**config.mk**
```make
export PLATFORM = sky130hd
export DESIGN_NAME = dispensador_vuelto
export DESIGN_NICKNAME = d
export VERILOG_FILES = /design/src/rtl/cafe_pkg.sv /design/src/rtl/dispensador_vuelto_contador_pulso.sv /design/src/rtl/dispensador_vuelto.sv
export SDC_FILE = /design/constraint.sdc
export NUM_CORES = 1
export LEC_CHECK = 0
export CAP_MARGIN = 20
export CORE_UTILIZATION = 35
export CTS_BUF_LIST = sky130_fd_sc_hd__clkbuf_16
export DETAILED_ROUTE_END_ITERATION = 6
export GPL_TIMING_DRIVEN = 0
export PLACE_DENSITY_LB_ADDON = 0.08
export SLEW_MARGIN = 20
export SYNTH_ARGS = -nofsm -noshare
export SYNTH_HDL_FRONTEND = slang
export SYNTH_SLANG_ARGS = --single-unit
```
**constraint.sdc**
```tcl
create_clock -name clk_fpga -period 3.7 [get_ports clk_fpga]
set_clock_uncertainty 0.05 [all_clocks]
set_input_delay 0.37 -clock clk_fpga [delete_from_list [all_inputs] [get_ports clk_fpga]]
set_output_delay 0.37 -clock clk_fpga [all_outputs]
set_load 0.005 [all_outputs]
```
**src/rtl/cafe_pkg.sv**
```systemverilog
// Shared types and constants for the coffee-machine change-payout path.
package cafe_pkg;

  localparam int AMT_WIDTH = 12;

  typedef enum logic [2:0] {
    ST_IDLE   = 3'd0,
    ST_SELECT = 3'd1,
    ST_PULSE  = 3'd2,
    ST_GAP    = 3'd3,
    ST_FINISH = 3'd4
  } vuelto_state_t;

  typedef enum logic [1:0] {
    COIN_NONE   = 2'd0,
    COIN_HI_SEL = 2'd1,
    COIN_LO_SEL = 2'd2
  } coin_t;

endpackage

```
**src/rtl/dispensador_vuelto_contador_pulso.sv**
```systemverilog
// Loadable down-counter with zero flag; holds at zero until reloaded.
module contador_pulso #(
  parameter int CW = 3
) (
  input  logic          i_clk,
  input  logic          i_rst_n,
  input  logic          i_load,
  input  logic [CW-1:0] i_value,
  output logic          o_zero
);

  logic [CW-1:0] r_cnt;

  always_ff @(posedge i_clk or negedge i_rst_n) begin
    if (!i_rst_n) begin
      r_cnt <= '0;
    end else if (i_load) begin
      r_cnt <= i_value;
    end else if (r_cnt != '0) begin
      r_cnt <= r_cnt - CW'(1);
    end
  end

  assign o_zero = (r_cnt == '0);

endmodule

```
**src/rtl/dispensador_vuelto.sv**
```systemverilog
// Change payout: captures the amount on an enable_fin rising edge and ejects
// coins greedily (high, then low denomination) through the hopper.
module dispensador_vuelto
  import cafe_pkg::*;
#(
  parameter int WIDTH     = AMT_WIDTH,
  parameter int COIN_HI   = 500,
  parameter int COIN_LO   = 100,
  parameter int PULSE_CYC = 4,
  parameter int GAP_CYC   = 4
) (
  input  logic             clk_fpga,
  input  logic             rst,
  input  logic             enable_fin,
  input  logic [WIDTH-1:0] devuelto,
  input  logic             hopper_ready,
  output logic             out_hi,
  output logic             out_lo,
  output logic             busy,
  output logic             done,
  output logic [WIDTH-1:0] restante,
  output logic             residuo_err,
  output vuelto_state_t    o_dbg_state
);

  localparam int MAX_CYC = (PULSE_CYC > GAP_CYC) ? PULSE_CYC : GAP_CYC;
  localparam int CNT_W   = $clog2(MAX_CYC + 1);

  // Handshake: an eject pulse begins only on a cycle where SELECT has a coin
  // and hopper_ready=1; once the pulse starts, hopper_ready is not looked at.
  vuelto_state_t    r_state;
  logic             r_en_q;
  logic             r_out_hi;
  logic             r_out_lo;
  logic             r_busy;
  logic             r_done;
  logic [WIDTH-1:0] r_restante;
  logic             r_err;

  logic             w_start;
  coin_t            w_coin;
  logic [WIDTH-1:0] w_coin_val;
  logic             w_fire;
  logic             w_load;
  logic [CNT_W-1:0] w_load_val;
  logic             w_cnt_zero;

  assign w_start = enable_fin & ~r_en_q;

  always_comb begin
    w_coin     = COIN_NONE;
    w_coin_val = '0;
    if (r_restante >= WIDTH'(COIN_HI)) begin
      w_coin     = COIN_HI_SEL;
      w_coin_val = WIDTH'(COIN_HI);
    end else if (r_restante >= WIDTH'(COIN_LO)) begin
      w_coin     = COIN_LO_SEL;
      w_coin_val = WIDTH'(COIN_LO);
    end
  end

  assign w_fire     = (r_state == ST_SELECT) && (w_coin != COIN_NONE) && hopper_ready;
  assign w_load     = w_fire || ((r_state == ST_PULSE) && w_cnt_zero);
  assign w_load_val = w_fire ? CNT_W'(PULSE_CYC - 1) : CNT_W'(GAP_CYC - 1);

  // Single timer shared by the pulse-high and inter-coin gap intervals.
  contador_pulso #(.CW(CNT_W)) u_timer (
    .i_clk   (clk_fpga),
    .i_rst_n (rst),
    .i_load  (w_load),
    .i_value (w_load_val),
    .o_zero  (w_cnt_zero)
  );

  always_ff @(posedge clk_fpga or negedge rst) begin
    if (!rst) begin
      r_state    <= ST_IDLE;
      r_en_q     <= 1'b0;
      r_out_hi   <= 1'b0;
      r_out_lo   <= 1'b0;
      r_busy     <= 1'b0;
      r_done     <= 1'b0;
      r_restante <= '0;
      r_err      <= 1'b0;
    end else begin
      r_en_q <= enable_fin;
      r_done <= 1'b0;
      case (r_state)
        ST_IDLE: begin
          if (w_start) begin
            r_restante <= devuelto;
            r_busy     <= 1'b1;
            r_err      <= 1'b0;
            r_state    <= (devuelto == '0) ? ST_FINISH : ST_SELECT;
          end
        end
        ST_SELECT: begin
          if (w_coin == COIN_NONE) begin
            r_err   <= (r_restante != '0);
            r_state <= ST_FINISH;
          end else if (hopper_ready) begin
            r_out_hi   <= (w_coin == COIN_HI_SEL);
            r_out_lo   <= (w_coin == COIN_LO_SEL);
            r_restante <= r_restante - w_coin_val;
            r_state    <= ST_PULSE;
          end
        end
        ST_PULSE: begin
          if (w_cnt_zero) begin
            r_out_hi <= 1'b0;
            r_out_lo <= 1'b0;
            r_state  <= ST_GAP;
          end
        end
        ST_GAP: begin
          if (w_cnt_zero) r_state <= ST_SELECT;
        end
        ST_FINISH: begin
          r_done  <= 1'b1;
          r_busy  <= 1'b0;
          r_state <= ST_IDLE;
        end
        default: r_state <= ST_IDLE;
      endcase
    end
  end

  assign out_hi      = r_out_hi;
  assign out_lo      = r_out_lo;
  assign busy        = r_busy;
  assign done        = r_done;
  assign restante    = r_restante;
  assign residuo_err = r_err;
  assign o_dbg_state = r_state;

endmodule
```
## Word level (Yosys, flattened, before mapping)

Cells that the tools add are included.

| storage, ports and cells | value |
|---|---|
| flip-flop bits (word level) | 24 |
| output and inout bits | 20 |
| logic and storage cells | 78 |

| operators by class | value |
|---|---|
| $add $sub $neg | 2 |
| magnitude comparators | 2 |
| eq/ne operators | 13 |
| mux-type cells | 30 |
| bitwise logic cells | 2 |
| reduce and logical (&&, ||, !) cells | 20 |

Operators by type and width:

| kind | number |
|---|---|
| $mux W12 | 4 |
| $mux W3 | 8 |
| $pmux W12 S2 | 1 |
| $ge A12 B7 Y1 const B | 1 |
| $ge A12 B9 Y1 const B | 1 |
| $logic_not A12 Y1 | 1 |
| $pmux W3 S4 | 1 |
| $reduce_and A4 Y1 | 3 |
| $reduce_bool A12 Y1 | 1 |
| $sub A12 B12 Y12 | 1 |
| $ne A2 B2 Y1 const B | 5 |
| $reduce_bool A2 Y1 | 5 |
| $mux W1 | 9 |
| $pmux W1 S2 | 4 |
| $mux W7 | 1 |
| $eq A3 B2 Y1 const B | 2 |
| $logic_not A3 Y1 | 2 |
| $mux W2 | 2 |
| $eq A3 B1 Y1 const B | 1 |
| $eq A3 B3 Y1 const B | 1 |
| $logic_and A1 B1 Y1 | 3 |
| $ne A3 B2 Y1 const B | 1 |
| $reduce_and A3 Y1 | 1 |
| $reduce_bool A3 Y1 | 1 |
| other kinds (9) | 9 |

## Depth between registers and ports, before layout

| logic depth | value |
|---|---|
| word-level depth | 8 |
| depth in mapped cells | 10 |
| depth with buffers taken out | 10 |

## Cells and area by module

Synthesis repeated with hierarchy kept, for this count alone.

| second synthesis, totals | value |
|---|---|
| cells, all modules | 180 |
| area total of the unflattened synthesis | 1647.8 um^2 |

By module, submodules not included:

| module | times used | cells an instance | area an instance (um^2) |
|---|---|---|---|
| dispensador_vuelto | 1 | 159 | 1447.6 |
| contador_pulso | 1 | 21 | 200.2 |

## Worst setup path before layout

Ideal clock, no wire load.

| timing path | value |
|---|---|
| path kind | reg-to-reg |
| start point | register r_restante[3] (netlist: restante[3]) |
| end point | register r_restante[8] (netlist: restante[8]) |
| setup time | 82 ps |
| arrival | 2813 ps |
| data required time | 3568 ps |
| path slack | 755 ps |
| stages on the path, launching flop included | 9 |
| buffers on the path | 0 |
| clock period less this slack | 2945 ps |
| cell sequence | dfrtp_1 > or3_4 > a2111oi_4 > ha_1 > or2_2 > o311a_1 > o21a_1 > or3_1 > a31oi_1 |

| between the ends | value |
|---|---|
| cells in the longest elaborated chain, start to end | 7 |
| elaborated cells on any way between the ends | 13 |
| those cells by class | add/sub: 1; order compare: 2; eq/ne: 1; mux: 7; reduce/logical: 2 |

RTL lines:

| item | RTL line | text |
|---|---|---|
| from (decl) | dispensador_vuelto.sv:37 | `logic [WIDTH-1:0] r_restante;` |
| from (signal assigned) | dispensador_vuelto.sv:91 | `r_restante <= devuelto;` |
| from (signal assigned) | dispensador_vuelto.sv:104 | `r_restante <= r_restante - w_coin_val;` |
| $ge A12 B7 Y1 | dispensador_vuelto.sv:56 | `end else if (r_restante >= WIDTH'(COIN_LO)) begin` |
| $mux W7 | dispensador_vuelto.sv:56 |  |
| $mux W12 | dispensador_vuelto.sv:53 | `if (r_restante >= WIDTH'(COIN_HI)) begin` |
| $sub A12 B12 Y12 | dispensador_vuelto.sv:104 |  |
| $mux W12 | dispensador_vuelto.sv:101 | `end else if (hopper_ready) begin` |
| $mux W12 | dispensador_vuelto.sv:98 | `if (w_coin == COIN_NONE) begin` |
| $pmux W12 S2 | dispensador_vuelto.sv:88 | `case (r_state)` |

Parallel ways exist; a longest one is shown, timed or not. The select of a mux whose other input is x is not followed.
A chain may end at the register's enable or synchronous reset.

## Final worst setup path

| timing path | value |
|---|---|
| start point | register r_restante[11] (netlist: restante[11]) |
| end point | register r_restante[11] (netlist: restante[11]) |

Same word-level chain as after synthesis.

==> results by group <==
Status
  – Status: completed

Worst setup path
  – CP Cell Sequence: or3_1 > a31oi_1 > ha_1 > a2111oi_1 > o311ai_0 > a21oi_1 > a2bb2oi_1
  – Reg2Reg Launch Point: restante[11]$_DFFE_PN0P_
  – CP max FO: 5
  – WP data arrival: between 3 and 4 ns
  – CP endpoint kind: register
  – Slowest stage cell, crit path: a2111oi_1
  – Worst Setup SP: restante[11]$_DFFE_PN0P_
  – Type of the worst setup path: reg -> reg
  – Register-to-Register Path Depth: 7
  – Largest stage delay, worst path: roughly 0.75 ns
  – CP Data Required Time: around 3.8 ns
  – CP Launch Type: register

Power and ir drop
  – Worst IR Drop VDD: between 0.4 and 0.5 mV
  – P per Cell Area: approximately 860 nW/um^2
  – Power after layout: around 1800 uW
  – Leak: 0.000832 uW

Final layout
  – Share of cells above drive strength 1: 0.0683
  – Finished Cell Area: ~2000 sq um
  – ANT cells: 0
  – Post-layout net count: around 230
  – Most common cell after layout, fill and taps aside: clkdlybuf4s50_1
  – P&R area growth vs syn: 33.7%
  – Layout fillers: between 300 and 400
  – Commonest cells after routing, fill and taps aside: clkdlybuf4s50_1, dfrtp_1, nand2_1

Clocking
  – Cts repair resizes: 0
  – Htree depth: 1
  – Clk slew on worst S/H paths: around 0.070 ns
  – Clock Sinks: 24
  – CTS Buf Count: 3
  – Hold-fix buffers, CTS: 0
  – CTS root buf: clkbuf_16
  – Max clock buf depth: 2
  – Post-CTS Setup Bufs: 0
  – CTS tree: yes
  – Clk_lat worst skew: about 0.26 ns

Timing
  – Final worst path period share: 0.875
  – # setup viols final: 0
  – RSZ-0062 raised after global routing: false
  – Slew margin rel.: 0.436
  – Worst-Margin Slew: about 0.84 ns
  – Min Tclk post-route: between 3 and 4 ns
  – Hold_ws: around 0.042 ns
  – Max-slew violation count: 0
  – Final Hold Viols: 0
  – Fmax: 0.309 GHz
  – Final setup TNS: 0 ns

Synthesis
  – Post-synth EDFFs: 0
  – Main synth FF type: dfrtp_1
  – Synth Area per Inst: a little over 9 sq um
  – Syn nets: 191
  – Synthesis Warnings: 0
  – Post-Syn Area: around 1500 sq um
  – Number of synthesized register bits: 24
  – Post-synthesis async set-or-reset flop share: 1.00
  – Post-synthesis sequential area ratio: 0.395
  – Synth Instances: between 150 and 200
  – Yosys cell types: 46

Placed design
  – RePlAce Congestion: between 0.9 and 1
  – Port bufs: 35
  – Area post-placement: 1930 sq um
  – HPWL Detailed: 2980 um

Worst hold path
  – Worst hold-check path type: in -> async

Routing
  – Drt first pass iters: 4
  – Routed Wire Length: approximately 3900 um
  – Vias: 1360
  – Initial DRC Count: between 80 and 90
  – DRC: 0
  – DR vias/cell: approximately 5.3
  – DR WL/cell: 15.1 um
  – Post-route ant nets: 0

Job
  – Max-cap violation count: 0

Floorplan
  – Ports: 36
  – Starting density of the core: 0.372
  – Core area: roughly 4100 sq um
  – Die Height: approximately 68 um
  – Die ar.: between 4000 and 5000 sq um
  – Rows: 23
  – Die Wd: slightly below 70 um

Global routing
  – GRT Util Overall: 0.188
  – Largest net degree at the start of global routing: 25
  – Congestion Overflow GR: 0
  – Initial antenna violation count: 0
  – Vias in the first global route: approximately 1300
  – First-pass GRT wire length: roughly 6400 um
cell type report:
class	count	area (sq um)	share of cell area
tap	50	62.6	0.0308
buffer	4	18.8	0.00923
sequential	24	601	0.295
clock buffer	3	75.1	0.0369
multi-input combinational	132	880	0.432
clock inverter	1	30.0	0.0148
timing repair buffer	35	345	0.170
inverter	6	22.5	0.0111
where the power goes:
group	internal, uW	switching [uW]	leakage, uW	total (uW)
registers	378	128	0.000283	506
logic	472	461	0.000497	933
clock network	215	98.4	0.0000511	314
routing by layer:
| layer | global-route usage | part of all wire | up-vias |
|---|---|---|---|
| met5 | 0 | 0 | - |
| met4 | 0.0547 | 0.014 | 0 |
| met3 | 0.0467 | 0.038 | 6 |
| met2 | 0.320 | 0.48 | 31 |
| met1 | 0.232 | 0.47 | 630 |
| li1 | - | - | 693 |
through the flow:
| stage | instances | worst slack (ns) | util |
|---|---|---|---|
| finish | 255 | 0.462 | 0.498 |
| CTS | 255 | 0.448 | 0.498 |
| global placement | 251 | 0.534 | 0.473 |
| floorplan | 166 | 0.755 | - |
| detailed placement | 251 | 0.466 | 0.472 |
| global route | 255 | 0.209 | 0.498 |
final timing paths:
path,to,slack (ns)
hold reg to reg,out_lo$_DFFE_PN0P_,0.46
max in group asynchronous,restante[10]$_DFFE_PN0P_,3.19
setup / recovery,restante[11]$_DFFE_PN0P_,0.46
hold / removal,done$_DFF_PN0_,0.04
setup reg to reg,restante[11]$_DFFE_PN0P_,0.46
min in group clk_fpga,out_lo$_DFFE_PN0P_,0.46
worst max-delay path: cells and delay by family, from the launching register on:
kind	cells	cell delay [ns]
AOI/OAI and AO/OA	5	1.85
adders and majority gates	1	0.38
DFF	1	0.41
and+or+nand+nor	1	0.47
kinds of logic (layout without fill, tap and decap cells):
kind of cell,count (synthesis),count (layout),synth area share
compound gates,49,49,0.241
xor+xnor,2,2,0.0115
fa+ha+maj,9,9,0.0740
buf+inv,10,49,0.0271
flops,24,24,0.395
mux,4,4,0.0312
simple gates,68,68,0.220
synthesized netlist by cell type (2+ instances only):
library cell  count  area (sq um)
dfrtp_1          24           601
nand2_1          23          86.3
a21oi_1          16          80.1
nor2_1           15          56.3
ha_1              9           113
o21ai_0           7          35.0
inv_1             6          22.5
nor4_1            6          37.5
a211oi_1          3          22.5
a31oi_1           3          18.8
clkbuf_1          3          11.3
nand3_1           3          15.0
nor2b_1           3          18.8
nor3_1            3          15.0
or3_1             3          18.8
a2bb2oi_1         2          17.5
and2_1            2          12.5
mux2_2            2          22.5
nand2b_1          2          12.5
nor3b_1           2          15.0
o21a_1            2          15.0
o31ai_1           2          15.0
xnor2_1           2          17.5
registers in the layout (all words and copies together), names as in the netlist:
register,cells
out_hi,1
o_dbg_state,3
done,1
u_timer.r_cnt,3
busy,1
r_en_q,1
out_lo,1
residuo_err,1
restante,12
No activity file was read; power rests on OpenSTA's default activity.
